--- src/rtl/jtag_pkg.sv ---
// Shared JTAG definitions: TAP controller state encoding, sequencer commands/states
// and the fixed tms head patterns used to reach the Shift states from Run-Test/Idle.
package jtag_pkg;

    typedef enum logic [3:0] {
        TAP_EXIT2_DR   = 4'h0,
        TAP_EXIT1_DR   = 4'h1,
        TAP_SHIFT_DR   = 4'h2,
        TAP_PAUSE_DR   = 4'h3,
        TAP_SELECT_IR  = 4'h4,
        TAP_UPDATE_DR  = 4'h5,
        TAP_CAPTURE_DR = 4'h6,
        TAP_SELECT_DR  = 4'h7,
        TAP_EXIT2_IR   = 4'h8,
        TAP_EXIT1_IR   = 4'h9,
        TAP_SHIFT_IR   = 4'hA,
        TAP_PAUSE_IR   = 4'hB,
        TAP_RUN_IDLE   = 4'hC,
        TAP_UPDATE_IR  = 4'hD,
        TAP_CAPTURE_IR = 4'hE,
        TAP_RESET      = 4'hF
    } tap_state_e;

    typedef enum logic [1:0] {
        OP_RESET    = 2'd0,
        OP_IR_SCAN  = 2'd1,
        OP_DR_SCAN  = 2'd2,
        OP_RUN_IDLE = 2'd3
    } seq_op_e;

    typedef enum logic [2:0] {
        ST_INIT   = 3'd0,
        ST_READY  = 3'd1,
        ST_RESET5 = 3'd2,
        ST_HEAD   = 3'd3,
        ST_SHIFT  = 3'd4,
        ST_TAIL   = 3'd5,
        ST_RUN    = 3'd6,
        ST_DONE   = 3'd7
    } seq_state_e;

    // Head patterns, bit0 launched first: Idle->SelDR->SelIR->CapIR->ShiftIR / Idle->SelDR->CapDR->ShiftDR
    localparam logic [3:0] IR_HEAD = 4'b0011;
    localparam logic [2:0] DR_HEAD = 3'b001;

    localparam int RESET_TMS_ONES = 5;

endpackage

--- src/rtl/jtag_shift_reg.sv ---
// Parallel-load tdi shifter with a registered tdi output, plus a tdo capture register
// whose contents are right-aligned by the loaded length so bits >= len read as 0.
module jtag_shift_reg #(
    parameter int MAX_LEN = 32,
    parameter int LEN_W   = $clog2(MAX_LEN + 1)
) (
    input  logic               tck,
    input  logic               trst_n,
    input  logic               load,
    input  logic [MAX_LEN-1:0] load_data,
    input  logic [LEN_W-1:0]   load_len,
    input  logic               shift_en,
    input  logic               tdi_en,
    input  logic               tdo,
    output logic               tdi,
    output logic [MAX_LEN-1:0] cap_data
);

    logic [MAX_LEN-1:0] sr;
    logic [MAX_LEN-1:0] sr_shifted;
    logic [MAX_LEN-1:0] cap;
    logic [LEN_W-1:0]   len_q;
    logic [LEN_W-1:0]   align;

    assign sr_shifted = sr >> 1;
    // Captured bits enter at the top; after len shifts bit0 sits at MAX_LEN-len.
    assign align      = LEN_W'(MAX_LEN) - len_q;
    assign cap_data   = cap >> align;

    always_ff @(posedge tck or negedge trst_n) begin
        if (!trst_n) begin
            sr    <= '0;
            cap   <= '0;
            len_q <= '0;
            tdi   <= 1'b0;
        end else begin
            if (load) begin
                sr    <= load_data;
                cap   <= '0;
                len_q <= load_len;
            end else if (shift_en) begin
                sr  <= sr_shifted;
                cap <= {tdo, cap[MAX_LEN-1:1]};
            end
            // Launch the bit for the coming shift cycle, accounting for a shift on this edge.
            tdi <= tdi_en ? (shift_en ? sr_shifted[0] : sr[0]) : 1'b0;
        end
    end

endmodule

--- src/rtl/tap_sequencer.sv ---
// Command-driven JTAG master: walks the TAP from Run-Test/Idle through reset, IR/DR scans
// or idle cycles with registered tms/tdi, and returns the tdo bits captured during shifts.
module tap_sequencer
    import jtag_pkg::*;
#(
    parameter int MAX_LEN = 32,
    parameter int LEN_W   = $clog2(MAX_LEN + 1)
) (
    input  logic               tck,
    input  logic               trst_n,
    input  logic               cmd_valid,
    output logic               cmd_ready,
    input  logic [1:0]         cmd_op,
    input  logic [LEN_W-1:0]   cmd_len,
    input  logic [MAX_LEN-1:0] cmd_data,
    input  logic               tdo,
    output logic               tms,
    output logic               tdi,
    output logic               rsp_valid,
    output logic               rsp_err,
    output logic [MAX_LEN-1:0] rsp_data,
    output logic               busy,
    output logic [2:0]         seq_state
);

    localparam int CNT_W = LEN_W + 3;

    // Handshake: a command transfers on the posedge where cmd_valid && cmd_ready; cmd_ready is
    // high only in READY, and rsp_valid is a single-cycle pulse in DONE with no back-pressure.

    seq_state_e         state, state_n;
    logic [CNT_W-1:0]   cnt, cnt_n;
    seq_op_e            op_q, op_n;
    logic [LEN_W-1:0]   len_q, len_n;
    logic               err_q, err_n;
    logic               tms_d;
    logic               accept;
    logic               len_bad;
    logic [CNT_W-1:0]   len_ext;
    logic [CNT_W-1:0]   head_last;
    logic [3:0]         head4;
    logic [MAX_LEN-1:0] cap_data;

    assign accept    = (state == ST_READY) && cmd_valid;
    assign len_bad   = (cmd_len == '0) || (cmd_len > LEN_W'(MAX_LEN));
    assign len_ext   = CNT_W'(len_q);
    assign head_last = (op_q == OP_IR_SCAN) ? CNT_W'(3) : CNT_W'(2);

    always_comb begin
        state_n = state;
        cnt_n   = cnt + CNT_W'(1);
        op_n    = op_q;
        len_n   = len_q;
        err_n   = err_q;
        unique case (state)
            ST_INIT: begin
                // cnt==0: the single tms=0 cycle that moves the TAP out of Test-Logic-Reset
                if (cnt != '0) begin
                    state_n = ST_READY;
                    cnt_n   = '0;
                end
            end
            ST_READY: begin
                cnt_n = '0;
                if (cmd_valid) begin
                    op_n  = seq_op_e'(cmd_op);
                    len_n = cmd_len;
                    err_n = (op_n != OP_RESET) && len_bad;
                    if (err_n) begin
                        state_n = ST_DONE;
                    end else begin
                        unique case (op_n)
                            OP_RESET:    state_n = ST_RESET5;
                            OP_IR_SCAN:  state_n = ST_HEAD;
                            OP_DR_SCAN:  state_n = ST_HEAD;
                            OP_RUN_IDLE: state_n = ST_RUN;
                            default:     state_n = ST_DONE;
                        endcase
                    end
                end
            end
            ST_RESET5: begin
                if (cnt == CNT_W'(RESET_TMS_ONES)) begin
                    state_n = ST_DONE;
                    cnt_n   = '0;
                end
            end
            ST_HEAD: begin
                if (cnt == head_last) begin
                    state_n = ST_SHIFT;
                    cnt_n   = '0;
                end
            end
            ST_SHIFT: begin
                if (cnt == len_ext - CNT_W'(1)) begin
                    state_n = ST_TAIL;
                    cnt_n   = '0;
                end
            end
            ST_TAIL: begin
                if (cnt == CNT_W'(1)) begin
                    state_n = ST_DONE;
                    cnt_n   = '0;
                end
            end
            ST_RUN: begin
                if (cnt == len_ext - CNT_W'(1)) begin
                    state_n = ST_DONE;
                    cnt_n   = '0;
                end
            end
            ST_DONE: begin
                state_n = ST_READY;
                cnt_n   = '0;
            end
            default: begin
                state_n = ST_INIT;
                cnt_n   = '0;
            end
        endcase
    end

    // tms for the cycle being entered, so it is launched from a flop on this edge.
    always_comb begin
        head4 = (op_n == OP_IR_SCAN) ? IR_HEAD : {1'b0, DR_HEAD};
        tms_d = 1'b0;
        unique case (state_n)
            ST_RESET5: tms_d = (cnt_n < CNT_W'(RESET_TMS_ONES));
            ST_HEAD:   tms_d = head4[cnt_n[1:0]];
            ST_SHIFT:  tms_d = (cnt_n == CNT_W'(len_n) - CNT_W'(1));
            ST_TAIL:   tms_d = (cnt_n == '0);
            default:   tms_d = 1'b0;
        endcase
    end

    always_ff @(posedge tck or negedge trst_n) begin
        if (!trst_n) begin
            state    <= ST_INIT;
            cnt      <= '0;
            op_q     <= OP_RESET;
            len_q    <= '0;
            err_q    <= 1'b0;
            tms      <= 1'b1;
            rsp_err  <= 1'b0;
            rsp_data <= '0;
        end else begin
            state <= state_n;
            cnt   <= cnt_n;
            op_q  <= op_n;
            len_q <= len_n;
            err_q <= err_n;
            tms   <= tms_d;
            if (state_n == ST_DONE) begin
                rsp_err  <= err_n;
                rsp_data <= (!err_n && (op_n == OP_IR_SCAN || op_n == OP_DR_SCAN)) ? cap_data : '0;
            end
        end
    end

    jtag_shift_reg #(
        .MAX_LEN (MAX_LEN),
        .LEN_W   (LEN_W)
    ) u_shift (
        .tck       (tck),
        .trst_n    (trst_n),
        .load      (accept),
        .load_data (cmd_data),
        .load_len  (cmd_len),
        .shift_en  (state == ST_SHIFT),
        .tdi_en    (state_n == ST_SHIFT),
        .tdo       (tdo),
        .tdi       (tdi),
        .cap_data  (cap_data)
    );

    assign cmd_ready = (state == ST_READY);
    assign busy      = ~cmd_ready;
    assign rsp_valid = (state == ST_DONE);
    assign seq_state = state;

endmodule

--- config.mk ---
export PLATFORM = sky130hd
export DESIGN_NAME = tap_sequencer
export DESIGN_NICKNAME = d
export VERILOG_FILES = /design/src/rtl/jtag_pkg.sv /design/src/rtl/jtag_shift_reg.sv /design/src/rtl/tap_sequencer.sv
export SDC_FILE = /design/constraint.sdc
export NUM_CORES = 1
export LEC_CHECK = 0
export ABC_AREA = 1
export CORE_MARGIN = 1
export CORE_UTILIZATION = 45
export CTS_CLUSTER_DIAMETER = 120
export DETAILED_ROUTE_END_ITERATION = 8
export PLACE_DENSITY = 0.64
export SETUP_SLACK_MARGIN = 0.5
export SLEW_MARGIN = 20
export SYNTH_ARGS = -nofsm -noshare
export SYNTH_HDL_FRONTEND = slang
export SYNTH_SLANG_ARGS = --single-unit
--- constraint.sdc ---
create_clock -name tck -period 3.5 [get_ports tck]
set_clock_uncertainty 0.15 [all_clocks]
set_input_delay 1.05 -clock tck [delete_from_list [all_inputs] [get_ports tck]]
set_output_delay 1.05 -clock tck [all_outputs]
set_load 0.05 [all_outputs]
; Word-level counts from Yosys, hierarchy flattened
; Index checks and enable logic that the tools add are counted.
[word_totals]
register_bits = 126
inputBits = 44
output_inout_bits = 41
word_cells = 94
[classes]
add_sub_neg = 4
magnitude_cmp = 3
n_eq_ne = 23
shift = 1
mux = 34
n_bitwise = 1
n_reduce_logical = 16
[op_table]
columns = op, n
row1 = $mux W32, 5
row2 = $pmux W9 S6, 1
row3 = $mux W9, 5
row4 = $shr A32 B6 Y32, 1
row5 = $mux W3, 8
row6 = $pmux W3 S8, 1
row7 = $eq A3 B3 Y1 const B, 7
row8 = $eq A9 B9 Y1, 2
row9 = $sub A6 B1 Y7 const B, 2
row10 = $eq A3 B2 Y1 const B, 4
row11 = $mux W6, 2
row12 = $add A9 B1 Y9 const B, 1
row13 = $eq A9 B1 Y1 const B, 1
row14 = $eq A9 B2 Y1, 1
row15 = $eq A9 B3 Y1 const B, 1
row16 = $logic_not A9 Y1, 1
row17 = $lt A9 B3 Y1 const B, 1
row18 = $pmux W3 S3, 1
row19 = $reduce_bool A9 Y1, 1
row20 = $eq A2 B1 Y1 const B, 3
row21 = $eq A2 B2 Y1 const B, 3
row22 = $gt A6 B6 Y1 const B, 1
row23 = $logic_not A6 Y1, 1
row24 = $mux W1, 6
row25 = 14 further kinds, 22

; Longest topological paths before layout
; Gate-level depths: netlist (run 1).
[depth]
depth_word = 8
depth_mapped = 20
mapped_depth_nobuf = 19

; By module
; From an unflattened synthesis (run 1), not the netlist that was laid out.
[hier_totals]
hier_cells = 1125
hier_area_um2 = 7947.6
[by_module_without_submodules]
columns = module, n_inst, cells_per_inst, area_each_um2, seq_area_each_um2
row1 = jtag_shift_reg, 1, 647, 4494.3, 1776.7
row2 = tap_sequencer, 1, 478, 3453.3, 1377.6

; Worst setup path before layout (run 1)
; Ideal clock, no wire load.
[synth_timing]
kind = input port to flip-flop
startpoint = input port cmd_valid
endpoint = register rsp_data[16]
setup_time_ps = 92
arrival_time_ps = 2763
t_required_ps = 3258
path_slack_ps = 496
cell_stages = 13
n_path_buf = 3
cell_sequence = inv_1 > nor2_4 > inv_4 > buf_6 > buf_2 > o21ai_0 > ha_1 > nor2_1 > nand2_1 > nor2_4 > inv_2 > buf_6 > o31ai_2
[synth_via]
elab_chain_len = 6
elab_cells_between_ends = 13
cone_classes = eq/ne (3) / mux (7) / reduce/logical (3)
[synth_lines]
columns = element, line_no
row1 = "start, declared", tap_sequencer.sv:11  ; input logic cmd_valid,
row2 = $mux W2 (*), tap_sequencer.sv:65  ; if (cmd_valid) begin
row3 = $mux W2 (*), tap_sequencer.sv:55  ; unique case (state)
row4 = via op_n[0], tap_sequencer.sv:33  ; seq_op_e op_q, op_n;
row5 = $eq A2 B1 Y1 / $eq A2 B2 Y1 (equally long branches), tap_sequencer.sv:155  ; rsp_data <= (!err_n && (op_n == OP_IR_SCAN || op_n == OP_DR_SCAN)) ? cap_data : '0;
row6 = $logic_or A1 B1 Y1 (*), tap_sequencer.sv:155
row7 = $logic_and A1 B1 Y1 (*), tap_sequencer.sv:155
row8 = $mux W32 (*), tap_sequencer.sv:155
row9 = "end signal, assigned", tap_sequencer.sv:155
row10 = "end, declared", tap_sequencer.sv:21  ; output logic [MAX_LEN-1:0] rsp_data,
; Mark *: on every way through the listed nets, which the timed path passes. The rest lies on a longest branch.
; A chain may end at the register's enable or synchronous reset.

; Final worst setup path (run 1)
[layout_timing]
startpoint = register tms
endpoint = output port tms
[layout_lines]
columns = element, line_no
row1 = "start, declared", tap_sequencer.sv:17  ; output logic tms,
row2 = "start signal, assigned", tap_sequencer.sv:152  ; tms <= tms_d;
; No word-level cell between the ends.

==> results of run 1 <==
==> worst max-delay path by stage <==
stage	from	end	slack, ps	depth (start not counted)
global route	cmd_op[0]	tms	430	14
floorplan	cmd_valid	rsp_data[16]	540	14
detailed placement	cmd_valid	rsp_data[16]	40	11
CTS	seq_state[2]	cmd_ready	370	4
finish	tms	tms	550	1
global placement	cmd_valid	tms	90	15
==> power by group <==
group / leakage, nW / switching, mW / total, mW / internal, mW
clock: 0.307 / 0.783 / 1.88 / 1.09
combinational: 2.59 / 4.27 / 6.29 / 2.02
sequential: 1.65 / 0.336 / 2.35 / 2.01
==> synthesized netlist by cell type, drive strengths merged, types with 3 or more instances <==
cell type  number  area (µm²)
nand2         287        1122
o21ai         196       984.7
inv           137       516.8
dfrtp         125        3128
nor2           71       319.1
nand3          56       310.3
clkbuf         33       123.9
o22ai          32       200.2
buf            25       195.2
a21oi          23       145.1
o31ai          18       190.2
mux2i          16       160.2
nand4          10       68.81
ha              9       112.6
o211ai          7       52.55
xor2            6       52.55
a31oi           5       31.28
nand3b          4       30.03
clkinv          3       16.27
xnor2           3       45.05
==> metal layers <==
layer	part of all wire, %	wire (µm)
met3	4.4	905
met1	46	9529
met4	2.5	515
met5	0	0
met2	47	9832
==> final cells by class <==
type | instances | share of cell area [%]
Inverter | 140 | 5.580
Sequential cell | 126 | 32.50
Tap cell | 225 | 2.899
Timing Repair inverter | 1 | 0.07732
Clock inverter | 15 | 2.023
Clock buffer | 17 | 4.381
Multi-Input combinational cell | 753 | 41.04
Timing Repair Buffer | 113 | 11.49
==> sequential cells by signal, summed over array words and instances, names as in the netlist, 2 cells and up <==
name and count:
op_q 2, u_shift.cap 32, rsp_data 32, u_shift.sr 32, len_q 6, seq_state 3
u_shift.len_q 6, cnt 9
==> what timing repair did <==
| item | 4_1_cts | 5_1_grt |
|---|---|---|
| setup endpoints to repair | 8 | 37 |
| gates cloned | 0 | 3 |
| resized for setup | 9 | 24 |
| pin swaps | 0 | 10 |
==> cell families after synthesis <==
family | share of synthesized area (%)
simple gates | 23.80
compound gates | 20.88
buf+inv | 10.77
flops | 39.87
mux | 2.024
xor+xnor | 1.234
fa+ha+maj | 1.423
==> qor.csv, run 1 <==
stage,metric,value,unit
synthesis,synth warn,0,
cells_and_area,Final Cell Area,0.009709,mm²
cells_and_area,most common library cell in the layout ignoring fill and taps,nand2_1,
timing,measured slew at the worst slew-check pin,654.6,ps
clock_tree,worst skew pair latency,430,ps
grt,met1 Use GR,32.15,%
placement,area post-placement,0.008965,mm²
run_status,status,"finished, final reports clean",
routing,initial drt markers,578,
floorplanning,IO Pins,85,
timing,FMAX,0.3385,GHz
timing,final setup fails,0,
routing,vias,7425,
hold_path,Hold Crit Start,rsp_data[20],
setup_path,critical path type,flip-flop to output pin,
cells_and_area,layout cells sized above 1,12.36,%
timing,RSZ-0062 raised after global routing,yes,
synthesis,"Distinct cells, synth",48,
setup_path,CP max-delay cell,clkdlybuf4s50_1,
placement,Post-Place Worst Slack,36.45,ps
synthesis,Synth Register Bits,126,
cells_and_area,FILL cells,1614,
setup_path,worst path bufs/invs,1,
synthesis,register area share after synthesis,39.87,%
clock_tree,clk slew on worst S/H paths,70,ps
placement,Final GP Congestion,0.9687,
synthesis,Post-Syn Area,0.007911,mm²
setup_path,critical path arrival,1750,ps
clock_tree,CTS tree,yes,
synthesis,ys async rst share,100.0,%
timing,TNS Setup,0,ps
setup_path,crit-path max cell delay,800,ps
placement,IO buf count,84,
power,Leak,4.543,nW
grt,total global routing overflow,0,
cells_and_area,nets@finish,1205,
timing,Slew Limit Fails,0,
synthesis,syn nets,1129,
job,number of max-cap violations,0,
power,Pwr Total,10.52,mW
setup_path,Startpoint Class,flip-flop,
routing,WL/cell,14.95,µm
cells_and_area,register area,0.003156,mm²
floorplanning,core area,0.01724,mm²
setup_path,R2R Setup Slk,760,ps
routing,DRC,0,
floorplanning,initial core utilization,45.90,%
hold_path,Hold Crit Depth,2,
grt,M2 GR Usage,39.06,%
grt,Top Usage Layer GRT,met2,
clock_tree,hold buffer count at cts,0,
timing,Worst slew margin,56.15,%
grt,vias in the first global route,6871,
timing,period utilization,84.41,%
clock_tree,Setup Buffers After CTS,0,
synthesis,Post-synth top flop,dfrtp_1,
timing,Final Hold Slack,334.9,ps
placement,hpwl dp,14.95,mm
cells_and_area,Post-Route Utilization,56.33,%
clock_tree,clk sinks,126,
floorplanning,Die W,134.6,µm
clock_tree,CTS Buf Count,17,
clock_tree,Root Buffer,clkbuf_16,
setup_path,Setup crit end kind,output pin,
hold_path,Hold Path Class,flip-flop to flip-flop,
synthesis,syn avg cell area,7.353,µm²
routing,"antenna viol nets, final",0,
synthesis,number of synthesized flops with an enable pin,0,
setup_path,"Max FO, Critical Path",1,
setup_path,RR Startpoint,u_shift.len_q[0],
synthesis,post-synthesis cell count,1076,
clock_tree,Max Buffers Root-to-Sink,2,
setup_path,crit path cell chain,clkdlybuf4s50_1,
setup_path,Top delay family on crit path,buffers and inverters,
timing,"Hold Violations, Final",0,
hold_path,Hold Path Sink,rsp_data[20],
setup_path,reg2reg end,rsp_data[2],
floorplanning,die area,0.01811,mm²
grt,total track usage,24.05,%
grt,wire length of the first global-routing pass,34.08,mm
grt,met3 usage,4.167,%
routing,Vias per Instance,5.342,
timing,fin worst setup slack,545.7,ps
timing,Tmin final,2954,ps
routing,drt total wl,20.78,mm
clock_tree,H-tree depth,4,
floorplanning,num rows,48,
cells_and_area,antenna cells,0,
setup_path,Worst EP required,2300,ps
grt,largest net degree at the start of global routing,63,
power,PD cells,1083,mW/mm²
power,peak supply drop,0.7532,mV
placement,placed insts,1355,
cells_and_area,Area growth syn-to-layout,22.73,%
cells_and_area,most frequent cells in the layout,"nand2_1, o21ai_0, dfrtp_1",
cells_and_area,Multi-input gate area,0.003985,mm²
floorplanning,Die H,134.6,µm
cells_and_area,"non-filler cells, final",1390,
routing,Pre-antenna DRT Iters,7,
grt,initial antenna violation count,0,
setup_path,R2R depth,11,
No activity file was read; power rests on OpenSTA's default activity.
==> run 2: changes to the inputs <==
==> constraint.sdc (replaced) <==
create_clock -name tck -period 3 [get_ports tck]
set_clock_uncertainty 0.15 [all_clocks]
set_input_delay 0.9 -clock tck [delete_from_list [all_inputs] [get_ports tck]]
set_output_delay 0.9 -clock tck [all_outputs]
set_load 0.05 [all_outputs]
==> qor.csv, run 2 (same netlist as run 1, synthesis figures left out) <==
stage,metric,value,unit
placement,hpwl dp,14.96,mm
timing,Worst slew margin,58.39,%
setup_path,"Max FO, Critical Path",5,
cells_and_area,antenna cells,0,
clock_tree,clk sinks,126,
timing,"Hold Violations, Final",0,
timing,RSZ-0062 raised after global routing,yes,
setup_path,Worst EP required,1950,ps
timing,measured slew at the worst slew-check pin,617.6,ps
floorplanning,IO Pins,85,
setup_path,critical path arrival,1410,ps
timing,Slew Limit Fails,0,
cells_and_area,biggest regs,"rsp_data x32, u_shift.cap x32, u_shift.sr x32",
floorplanning,Die H,134.6,µm
setup_path,R2R Setup Slk,610,ps
timing,period utilization,81.85,%
power,Pwr Total,12.61,mW
setup_path,crit-path max cell delay,550,ps
routing,Top Layer Used,met4,
power,PD cells,1260,mW/mm²
grt,total global routing overflow,0,
routing,Vias per Instance,5.253,
routing,Pre-antenna DRT Iters,5,
cells_and_area,Area growth syn-to-layout,26.54,%
setup_path,reg2reg end,rsp_data[21],
cells_and_area,most frequent cells in the layout,"nand2_1, o21ai_0, dfrtp_1",
routing,WL met3,872,µm
setup_path,crit path cell chain,dlygate4sd2_1,
clock_tree,worst skew pair latency,430,ps
setup_path,Top delay family on crit path,buffers and inverters,
setup_path,critical path type,flip-flop to output pin,
grt,total track usage,24.62,%
clock_tree,clk slew on worst S/H paths,60,ps
routing,WL met1,9.762,mm
power,peak supply drop,0.8573,mV
routing,WL/cell,14.96,µm
power,Psw,6.437,mW
cells_and_area,layout cells sized above 1,18.01,%
placement,Final GP Congestion,0.9139,
cells_and_area,nets@finish,1234,
cells_and_area,most common library cell in the layout ignoring fill and taps,nand2_1,
power,Leak,4.828,nW
floorplanning,die area,0.01811,mm²
grt,largest net degree at the start of global routing,65,
clock_tree,Max Buffers Root-to-Sink,2,
timing,fin worst setup slack,544.5,ps
power,Flop pwr share,21.7,%
clock_tree,CTS Buf Count,17,
power,Comb power frac,62.7,%
cells_and_area,Post-Route Utilization,58.08,%
grt,wire length of the first global-routing pass,34.78,mm
floorplanning,Die W,134.6,µm
timing,FMAX,0.4073,GHz
routing,"antenna viol nets, final",0,
run_status,status,"finished, final reports clean",
cells_and_area,Multi-input gate area,0.004104,mm²
routing,met2 WL post-DR,10.23,mm
setup_path,Setup crit end kind,output pin,
grt,vias in the first global route,7020,
hold_path,Hold Path Class,input port to asynchronous set/reset pin,
placement,IO buf count,84,
clock_tree,CTS tree,yes,
timing,final setup fails,0,
routing,drt total wl,21.23,mm
setup_path,RR Startpoint,len_q[0],
floorplanning,initial core utilization,45.90,%
cells_and_area,FILL cells,1637,
floorplanning,num rows,48,
setup_path,CP max-delay cell,dlygate4sd2_1,
setup_path,R2R depth,16,
routing,initial drt markers,522,
job,number of max-cap violations,0,
cells_and_area,register area,0.003161,mm²
grt,initial antenna violation count,0,
power,total internal power,6.178,mW
placement,Post-Place Worst Slack,-265.7,ps
clock_tree,H-tree depth,4,
clock_tree,Root Buffer,clkbuf_16,
floorplanning,core area,0.01724,mm²
setup_path,Startpoint Class,flip-flop,
power,Switching Fraction,51.03,%
clock_tree,hold buffer count at cts,0,
setup_path,worst path bufs/invs,1,
power,clock share of power,15.7,%
routing,vias,7454,
timing,Tmin final,2455,ps
routing,DRC,0,
## run 2: cell types whose count changed in the layout (fill, tap and decap cells not counted), sizes merged
cell           change
buf               +32
bufinv             -1
clkbuf             +3
clkdlybuf4s15      +1
clkdlybuf4s50     -43
clkinv             +4
clkinvlp           +2
dlygate4sd2       +40
dlymetal6s2s       -2
inv                -6
xnor2              -1
## run 2: metrics by stage
step / hold slack (ps) / cell area [µm²] / cells / setup TNS, ps
final: 277.6 / 10010 / 1419 / 0
after global routing: 323.4 / 10010 / 1419 / 0
after CTS: 290.5 / 9808 / 1412 / 0
after detailed placement: 327.3 / 9077 / 1369 / -6170
after global placement: 320.0 / 9077 / 1369 / -5581
after floorplan: 319.5 / 7928 / 1076 / 0
## run 2: power by group through the flow
| stage | Combinational (mW) | Clock (mW) | Sequential, mW |
|---|---|---|---|
| 4_1_cts | 7.49 | 2.00 | 2.74 |
| 3_5_place_dp | 7.29 | 0 | 2.76 |
| 5_1_grt | 8.72 | 2.08 | 2.81 |
| 2_1_floorplan | 4.86 | 0 | 3.21 |
| 6_report | 7.90 | 1.97 | 2.74 |
| 3_3_place_gp | 7.22 | 0 | 2.75 |
## run 2: repair_timing
item                                    4_1_cts  5_1_grt
endpoints found under the setup margin       74       37
pin swaps                                    14       16
buffers inserted                              6        7
resized for setup                            86       54
cloned                                        5        0
## run 2: metal layers
layer  vias to the layer above  track usage (%)
met3                        30            4.129
met4                         0            7.803
met2                       181            40.76
met1                      3492            32.89
met5                         -                0
li1                       3751                -
## run 2: final cells by class
| cell class | count | area share (%) |
|---|---|---|
| Multi-Input combinational cell | 752 | 40.99 |
| Sequential cell | 126 | 31.57 |
| Timing Repair Buffer | 142 | 13.44 |
| Inverter | 140 | 5.487 |
| Clock buffer | 19 | 4.424 |
| Tap cell | 225 | 2.812 |
| Clock inverter | 13 | 1.137 |
| Timing Repair inverter | 2 | 0.1375 |
## run 2: worst max path at each step
stage                            start  slack (ps)  cells past startpoint      endpoint
final                     seq_state[0]         540                      1  seq_state[0]
after global routing            cnt[1]         470                     15           tms
after floorplan           seq_state[2]         260                     16  rsp_data[21]
after global placement       cmd_valid        -260                     12  rsp_data[23]
after detailed placement     cmd_valid        -270                     12  rsp_data[24]
after CTS                 seq_state[1]         290                      3     rsp_valid
